File: config.mk
export PLATFORM = sky130hd
export DESIGN_NAME = dmem_ctrl
export DESIGN_NICKNAME = d
export VERILOG_FILES = /design/src/rtl/dmem_ctrl.sv
export SDC_FILE = /design/constraint.sdc
export NUM_CORES = 1
export LEC_CHECK = 0
export CAP_MARGIN = 20
export CORE_MARGIN = 2
export CORE_UTILIZATION = 41
export CTS_CLUSTER_SIZE = 30
export DETAILED_ROUTE_END_ITERATION = 6
export PLACE_DENSITY = 0.84
export SYNTH_ARGS = -nofsm -noshare
export SYNTH_HDL_FRONTEND = slang
export SYNTH_SLANG_ARGS = --single-unit
File: constraint.sdc
create_clock -name clk -period 2.5 [get_ports clk]
set_input_delay 0.5 -clock clk [delete_from_list [all_inputs] [get_ports clk]]
set_output_delay 0.5 -clock clk [all_outputs]
set_load 0.01 [all_outputs]
File: src/rtl/dmem_ctrl.sv
// Data-memory controller: maps byte/half/word loads and stores onto a word-only SRAM.
// Define FRISCV_DMEM_MISALIGN_CHK_EN to drop misaligned/illegal requests with err_out; otherwise they are force-aligned.
module dmem_ctrl #(
  parameter int ARCH       = 32,
  parameter int ADDR_WIDTH = 12
) (
  input  logic                  clk,
  input  logic                  rst_n,
  input  logic                  req_in,
  input  logic                  we_in,
  input  logic [ADDR_WIDTH-1:0] addr_in,
  input  logic [1:0]            size_in,
  input  logic                  unsigned_in,
  input  logic [ARCH-1:0]       wdata_in,
  output logic                  ready_out,
  output logic                  rvalid_out,
  output logic [ARCH-1:0]       rdata_out,
  output logic                  err_out,
  output logic [ADDR_WIDTH-1:0] sram_addr_a_out,
  output logic [ARCH-1:0]       sram_din_a_out,
  output logic                  sram_we_a_out,
  output logic [ADDR_WIDTH-1:0] sram_addr_b_out,
  output logic                  sram_en_b_out,
  input  logic [ARCH-1:0]       sram_dout_b_in
);
  // state     | meaning
  // IDLE      | accepting requests; word stores complete here
  // LD_WAIT   | SRAM read data arriving; extract, extend, register
  // RMW_MERGE | SRAM read data arriving; merge sub-word and write back
  localparam int LANES = ARCH / 8;
  localparam int OFF_W = $clog2(LANES);

  localparam logic [1:0] IDLE      = 2'd0;
  localparam logic [1:0] LD_WAIT   = 2'd1;
  localparam logic [1:0] RMW_MERGE = 2'd2;

  logic [1:0]            state;
  logic [ADDR_WIDTH-1:0] addr_q;
  logic [OFF_W-1:0]      off_q;
  logic [1:0]            size_q;
  logic                  uns_q;
  logic [15:0]           wdata_q;

  logic [ADDR_WIDTH-1:0] addr_eff;
  logic [ADDR_WIDTH-1:0] word_addr;
  logic [1:0]            size_eff;
  logic                  bad;
  logic                  accept;
  logic                  is_word;
  logic                  needs_read;
  logic [7:0]            byte_sel;
  logic [15:0]           half_sel;
  logic [ARCH-1:0]       lane_data;
  logic [ARCH-1:0]       merged;

`ifdef FRISCV_DMEM_MISALIGN_CHK_EN
  always_comb begin
    size_eff = size_in;
    addr_eff = addr_in;
    bad      = (size_in == 2'b11) ||
               (size_in == 2'b01 && addr_in[0]) ||
               (size_in == 2'b10 && addr_in[1:0] != 2'b00);
  end
`else
  always_comb begin
    size_eff = (size_in == 2'b11) ? 2'b10 : size_in;
    addr_eff = addr_in;
    bad      = 1'b0;
    if (size_eff == 2'b01)
      addr_eff[0] = 1'b0;
    else if (size_eff == 2'b10)
      addr_eff[1:0] = 2'b00;
  end
`endif

  assign word_addr  = {addr_eff[ADDR_WIDTH-1:OFF_W], {OFF_W{1'b0}}};
  assign accept     = req_in && (state == IDLE) && !bad;
  assign is_word    = (size_eff == 2'b10);
  assign needs_read = accept && !(we_in && is_word);

  assign ready_out       = (state == IDLE);
  assign sram_addr_a_out = (state == IDLE) ? word_addr : addr_q;
  assign sram_addr_b_out = (state == IDLE) ? word_addr : addr_q;
  assign sram_we_a_out   = (accept && we_in && is_word) || (state == RMW_MERGE);
  assign sram_din_a_out  = (state == RMW_MERGE) ? merged : wdata_in;
  assign sram_en_b_out   = needs_read;

  // Little-endian lanes: byte at 8*off, half at 16*off[1]
  assign byte_sel = sram_dout_b_in[8*int'(off_q) +: 8];
  assign half_sel = sram_dout_b_in[16*(int'(off_q)/2) +: 16];

  always_comb begin
    case (size_q)
      2'b00:   lane_data = {{(ARCH-8){~uns_q & byte_sel[7]}}, byte_sel};
      2'b01:   lane_data = {{(ARCH-16){~uns_q & half_sel[15]}}, half_sel};
      default: lane_data = sram_dout_b_in;
    endcase
  end

  always_comb begin
    merged = sram_dout_b_in;
    if (size_q == 2'b00)
      merged[8*int'(off_q) +: 8] = wdata_q[7:0];
    else
      merged[16*(int'(off_q)/2) +: 16] = wdata_q[15:0];
  end

  always_ff @(posedge clk or negedge rst_n) begin
    if (!rst_n) begin
      state      <= IDLE;
      addr_q     <= '0;
      off_q      <= '0;
      size_q     <= '0;
      uns_q      <= 1'b0;
      wdata_q    <= '0;
      rdata_out  <= '0;
      rvalid_out <= 1'b0;
    end else begin
      rvalid_out <= 1'b0;
      case (state)
        IDLE: begin
          if (needs_read) begin
            addr_q  <= word_addr;
            off_q   <= addr_eff[OFF_W-1:0];
            size_q  <= size_eff;
            uns_q   <= unsigned_in;
            wdata_q <= wdata_in[15:0];
            state   <= we_in ? RMW_MERGE : LD_WAIT;
          end
        end
        LD_WAIT: begin
          rdata_out  <= lane_data;
          rvalid_out <= 1'b1;
          state      <= IDLE;
        end
        RMW_MERGE: state <= IDLE;
        default:   state <= IDLE;
      endcase
    end
  end

`ifdef FRISCV_DMEM_MISALIGN_CHK_EN
  always_ff @(posedge clk or negedge rst_n) begin
    if (!rst_n)
      err_out <= 1'b0;
    else
      err_out <= req_in && (state == IDLE) && bad;
  end
`else
  assign err_out = 1'b0;
`endif

endmodule
==> results of run 1 <==
final cells by class:
| class | count | area (um2) | share of cell area [%] |
|---|---|---|---|
| tap | 140 | 175 | 2.33 |
| sequential | 66 | 1650 | 21.9 |
| clock inverter | 7 | 124 | 1.64 |
| timing repair buffer | 254 | 2320 | 30.8 |
| clock buffer | 9 | 124 | 1.64 |
| multi-input combinational | 363 | 3110 | 41.3 |
| inverter | 6 | 26.3 | 0.349 |
report_power, final:
group / switching [mW] / internal [mW]
Combinational: 0.933 / 1.00
Clock: 0.483 / 0.671
Sequential: 0.219 / 1.30
Total: 1.63 / 2.97
flip-flops by register name, summed over array words and instances (netlist names):
register / cells
addr_q: 10
off_q: 2
rdata_out: 32
rvalid_out: 1
size_q: 2
state: 2
uns_q: 1
wdata_q: 16
cells in the final DEF, fill, tap and decap left out, types with 3 or more instances in the layout:
cell type and count:
a211oi_1 3, a211oi_2 20, a21oi_1 17, a311oi_2 13, a311oi_4 6, a31oi_1 10
a32oi_1 15, and3b_1 9, buf_12 4, buf_2 27, buf_4 60, buf_6 25
bufinv_16 3, clkbuf_8 9, clkdlybuf4s50_1 116, conb_1 5, dfrtp_1 65, dlygate4sd2_1 21
inv_1 3, mux2_2 47, mux2i_1 22, nand2_1 24, nand2b_1 4, nand4_1 7
nor2_1 53, nor2b_1 26, nor3_1 3, o211ai_1 7, o21ai_0 11, o21ai_4 8
o22ai_1 16
cells in the mapped netlist (10+ instances only):
cell type | n | area (um2)
dfrtp_1 | 66 | 1650
nor2_1 | 54 | 203
mux2_2 | 47 | 529
nor2b_1 | 27 | 169
clkbuf_1 | 25 | 93.8
nand2_1 | 24 | 90.1
a211oi_1 | 23 | 173
mux2i_1 | 22 | 220
a311oi_1 | 20 | 175
a21oi_1 | 17 | 85.1
o22ai_1 | 16 | 100
a32oi_1 | 15 | 131
buf_4 | 15 | 113
buf_2 | 14 | 70.1
o21ai_0 | 13 | 65.1
a31oi_1 | 10 | 62.6
worst paths after layout:
check	end	slack (ps)	startpoint
worst max-delay path	sram_din_a_out[29]	-350	off_q[0]
max in group asynchronous	rdata_out[29]	2030	rst_n
worst min-delay path	rdata_out[5]	120	rst_n
min in group clk	addr_q[7]	510	addr_q[7]
worst min register to register	addr_q[7]	510	addr_q[7]
worst max register to register	rdata_out[4]	560	off_q[1]
metal layers:
| layer | global-route usage, % | wire length (um) |
|---|---|---|
| met1 | 36.4 | 6870 |
| met2 | 49.3 | 9070 |
| met3 | 5.64 | 1670 |
| met4 | 12.9 | 776 |
| met5 | 0 | 0 |
cell families after synthesis:
| logic type | after synthesis | synth area share [%] |
|---|---|---|
| fa+ha+maj | 5 | 1.36 |
| compound gates | 142 | 22.0 |
| mux | 72 | 17.3 |
| flops | 66 | 35.8 |
| simple gates | 139 | 15.8 |
| buf+inv | 66 | 7.78 |
| other cells | 1 | 0.0813 |
metrics by stage:
step / instances / util, % / worst slack [ps] / setup TNS [ps]
finish: 845 / 69.2 / -354 / -6300
detailed placement: 808 / 62.6 / -290 / -6680
floorplan: 495 / - / -167 / -1330
global route: 845 / 69.2 / -431 / -8440
global placement: 808 / 62.6 / -212 / -5120
CTS: 843 / 67.9 / -307 / -6210
repair_timing:
item                                    4_1_cts  5_1_grt
gates resized for setup                     219       24
hold buffers                                  0        0
cloned                                        2        0
pin swaps                                    30       26
buffers inserted                             18        4
endpoints found under the hold margin         0        0
endpoints found under the setup margin       53       32
worst max-delay path: stages, from the launching register on:
cell      delay, ps
dfrtp_1         400
clkinv_2        100
ha_4            170
buf_6           120
nor4bb_4        250
buf_4           180
buf_6           100
a311oi_2        130
a211oi_2        330
buf_2           200
==> flow_summary.toml, run 1 <==
[finish]
fillers = 831
synthToLayoutAreaGrowth_pct = 63.3
n_antenna_cell = 0
fin_nets = 788
drive_gt1_share_pct = 35.6
finish.instance_area_um2 = 7530

[clock_network]
cts_buffer_depth = 2
cts_tree = "built"
cts_root_buf = "clkbuf_8"
h-tree-depth = 3
clkTransAtPathRegs_ps = 90
cts_made_buffers = 9
clk_latency_ps = 360
clkSinkCount = 66

[floorplan]
rows = 38
die_w_um = 110
core_um2 = 10900
die-area_um2 = 12100
ios = 176
die-height_um = 110
start_util_pct = 42.4

[worst_setup_path]
criticalPathCategory = "reg -> out"
crit_fanout = 5
cp-start-kind = "flop"
arrival_ps = 2350
reg2reg_depth = 5
endpoint_kind = "output pin"
required_ps = 2000

[sta]
worst_slack_ps = -354
skew_ps = 12.3
fmax_ghz = 0.350
period_share_pct = 114
slew_viol_final = 0
period_minus_slack_ps = 2850
slew_headroom_pct = 63.4
rsz0062_at_grt = "true"
setup_viol_count_final = 32
finalHoldViolCount = 0
worst_pin_slew_ps = 548
timing.hold.ws_ps = 123

[route]
first_iter_violations = 404
avgViaCountPerCell = 6.06
ant_nets = 0
wire_per_inst_um = 21.8
drt-pass1-iter-count = 5
vias = 5120
drt_wl_total_um = 18400
drc = 0

[power]
vdd_drop_max_mv = 0.399
p_leak_nw = 3.02
power_density_nw_per_um2 = 611
fin_total_pwr_mw = 4.60

[run]
maxCapViolations = 0

[placement]
place_area_um2 = 6820
dp_hpwl_um = 12500
io_buffers = 170
gp_congestion = 0.960

[synth]
synth_cells = 491
synth.avg_cell_area_um2 = 9.40
seq_area_frac_synth_pct = 35.8
syn_area_um2 = 4610
synth-edff-count = 0
async_flop_share_pct = 100
yosysWarnings = 0
synth_flop_cell = "dfrtp_1"
synth_cell_type_count = 50
synth_seq_cells = 66

[global_route]
antenna_found_initial = 0
grt-ovfl-total = 0
grt_pass1_wl_um = 27100
grt_max_degree = 67
grt_pass1_vias = 5189
track_usage_pct = 29.3

[run_status]
violations = "negative setup slack"
status = "complete, but fails checks"

[worst_hold_path]
hold_class = "in -> async"
(Power assumes the default switching activity.)
==> run 2: changes to the inputs <==
--- a/config.mk
+++ b/config.mk
@@ -10,7 +10,8 @@
 export CORE_UTILIZATION = 41
 export CTS_CLUSTER_SIZE = 30
 export DETAILED_ROUTE_END_ITERATION = 6
-export PLACE_DENSITY = 0.84
+export PLACE_DENSITY = 0.78
+export SKIP_LAST_GASP = 1
 export SYNTH_ARGS = -nofsm -noshare
 export SYNTH_HDL_FRONTEND = slang
 export SYNTH_SLANG_ARGS = --single-unit
==> run 2 against run 1 <==
Compared with the run above:
- the flow still finishes with violations (negative setup slack)
- via count decreased by 0.16%
- power decreased by 4.9%
- flip-flop and latch count unchanged
- final area decreased by 0.63%
- routed wire length decreased by 2.9%
- sequential power about the same
- sequential share of layout area increased by 0.14 points
- hold slack improved by 56 ps
- maximum frequency increased by 1.7%
- combinational power increased by 3%
==> flow_summary.toml, run 2 (synthesized netlist as in run 1, its figures left out) <==
[worst_setup_path]
cp-start-kind = "flop"
r2r-start = "off_q[1]"
worst-path-buf-inv = 3
critPathMostFrequentCell = "buf_6"
crit_family = "compound AO/OA/AOI/OAI gates"
r2r_setup_slack_ps = 420
arrival_ps = 2310
cp-startpoint = "off_q[1]"
reg2reg_to = "rdata_out[3]"
criticalPathCategory = "reg -> out"
endpoint_kind = "output pin"
slowest_delay_ps = 520
path_cells = "inv_4 -> ha_4 -> or3b_4 -> o41a_4 -> buf_6 -> o21ai_4 -> buf_6"
crit_fanout = 7
endpoint = "sram_din_a_out[7]"
required_ps = 2000
crit_path_top_delay_cell = "o41a_4"
crit_cells = 7
reg2reg_depth = 5

[floorplan]
start_util_pct = 42.4
core_um2 = 10900
die-area_um2 = 12100
rows = 38
die_w_um = 110
die-height_um = 110
ios = 176

[clock_network]
clkSinkCount = 66
cts_buffer_depth = 2
cts_tree = "built"
clk_latency_ps = 350
cts_made_buffers = 9
h-tree-depth = 3
ctsHoldBuffers = 0
clkTransAtPathRegs_ps = 70
cts_root_buf = "clkbuf_8"

[route]
drc = 0
drt-pass1-iter-count = 5
ant_nets = 0
avgViaCountPerCell = 6.01
drt_wl_total_um = 17800
vias = 5112
wire_per_inst_um = 21.0
first_iter_violations = 525

[sta]
worst_pin_slew_ps = 673
fmax_ghz = 0.356
setup_viol_count_final = 31
skew_ps = 13.9
worst_slack_ps = -306
slew_viol_final = 0
period_minus_slack_ps = 2810
slew_headroom_pct = 55.1
period_share_pct = 112
rsz0062_at_grt = "true"
finalHoldViolCount = 0
timing.hold.ws_ps = 178

[global_route]
met3_usage_pct = 5.94
grt_max_degree = 36
use_met1_pct = 36.1
grt_pass1_vias = 5066
track_usage_pct = 28.5
grt_pass1_wl_um = 26400
top_usage_layer = "met2"
grtUsageMet2_pct = 46.8
antenna_found_initial = 0
grt-ovfl-total = 0

[finish]
regArea_um2 = 1650
multi_input_area_um2 = 3110
fillers = 820
drive_gt1_share_pct = 35.6
layout_commonest_cell = "clkdlybuf4s50_1"
largest-register = "rdata_out"
largest_reg_flops = 32
top_regs = "rdata_out (32), wdata_q (16), addr_q (10)"
synthToLayoutAreaGrowth_pct = 62.2
final_cell_mix = "clkdlybuf4s50_1 (118), buf_4 (73), dfrtp_1 (65)"
n_antenna_cell = 0
utilization_pct = 68.8
finish.instance_area_um2 = 7490
fin_nets = 794

[power]
switchingPower_mw = 1.59
p_int_mw = 2.79
power_density_nw_per_um2 = 585
combPwrFrac_pct = 45.3
p_clk_share_pct = 20.0
pwr-share-seq_pct = 34.6
vdd_drop_max_mv = 0.345
p_leak_nw = 3.01
fin_total_pwr_mw = 4.38
p_sw_share_pct = 36.4

[run_status]
violations = "negative setup slack"
status = "complete, but fails checks"

[placement]
dp_slack_ps = -281
dp_hpwl_um = 12500
place_area_um2 = 6860
gp_congestion = 0.962
io_buffers = 170

[worst_hold_path]
hold_class = "in -> async"

[run]
maxCapViolations = 0
-- run 2: cell type report --
type | instances | share of cell area, %
clock buffers | 10 | 1.70
clock inverters | 5 | 0.752
repair buffers | 260 | 31.2
inverters | 6 | 0.368
well taps | 140 | 2.34
flip-flops and latches | 66 | 22.1
multi-input cells | 363 | 41.5
-- run 2: repair_timing --
action / in CTS / in global routing
resized for setup: 193 / 41
setup endpoints to repair: 51 / 32
hold endpoints to repair: 0 / 0
pin swaps: 27 / 26
gates cloned: 1 / 0
setup buffers: 17 / 7
-- run 2: power groups by stage --
| stage | registers, mW | clock network [mW] | logic (mW) |
|---|---|---|---|
| after floorplan | 1.51 | 0 | 0.890 |
| after global placement | 1.50 | 0 | 1.76 |
| after detailed placement | 1.51 | 0 | 1.80 |
| after CTS | 1.50 | 0.889 | 1.89 |
| after global routing | 1.54 | 0.939 | 2.11 |
| final | 1.52 | 0.877 | 1.99 |
-- run 2: worst min path at each step --
stage / end / slack (ps) / depth (start not counted)
detailed placement: addr_q[6] / 490 / 1
CTS: rdata_out[5] / 190 / 1
global placement: addr_q[7] / 470 / 1
floorplan: addr_q[10] / 200 / 0
global route: rdata_out[4] / 220 / 1
finish: rdata_out[5] / 180 / 1
-- run 2: stage by stage --
stage                     cells  setup TNS, ps
after CTS                   845          -5370
after floorplan             495          -1330
after detailed placement    812          -5990
final                       850          -4980
after global routing        850          -7440
after global placement      812          -4630
-- run 2: per-layer routing --
layer / vias to the layer above / share of wire, %
li1: 2266 / -
met1: 2451 / 40
met2: 315 / 48
met3: 80 / 8.7
met4: 0 / 4.1
met5: - / 0
==> run 3: changes to the inputs <==
--- a/config.mk
+++ b/config.mk
@@ -12,6 +12,7 @@
 export DETAILED_ROUTE_END_ITERATION = 6
 export PLACE_DENSITY = 0.78
 export SKIP_LAST_GASP = 1
+export SLEW_MARGIN = 20
 export SYNTH_ARGS = -nofsm -noshare
 export SYNTH_HDL_FRONTEND = slang
 export SYNTH_SLANG_ARGS = --single-unit
==> results of run 3 <==
No change in the layout: final DEF, timing and power equal those of run 2.
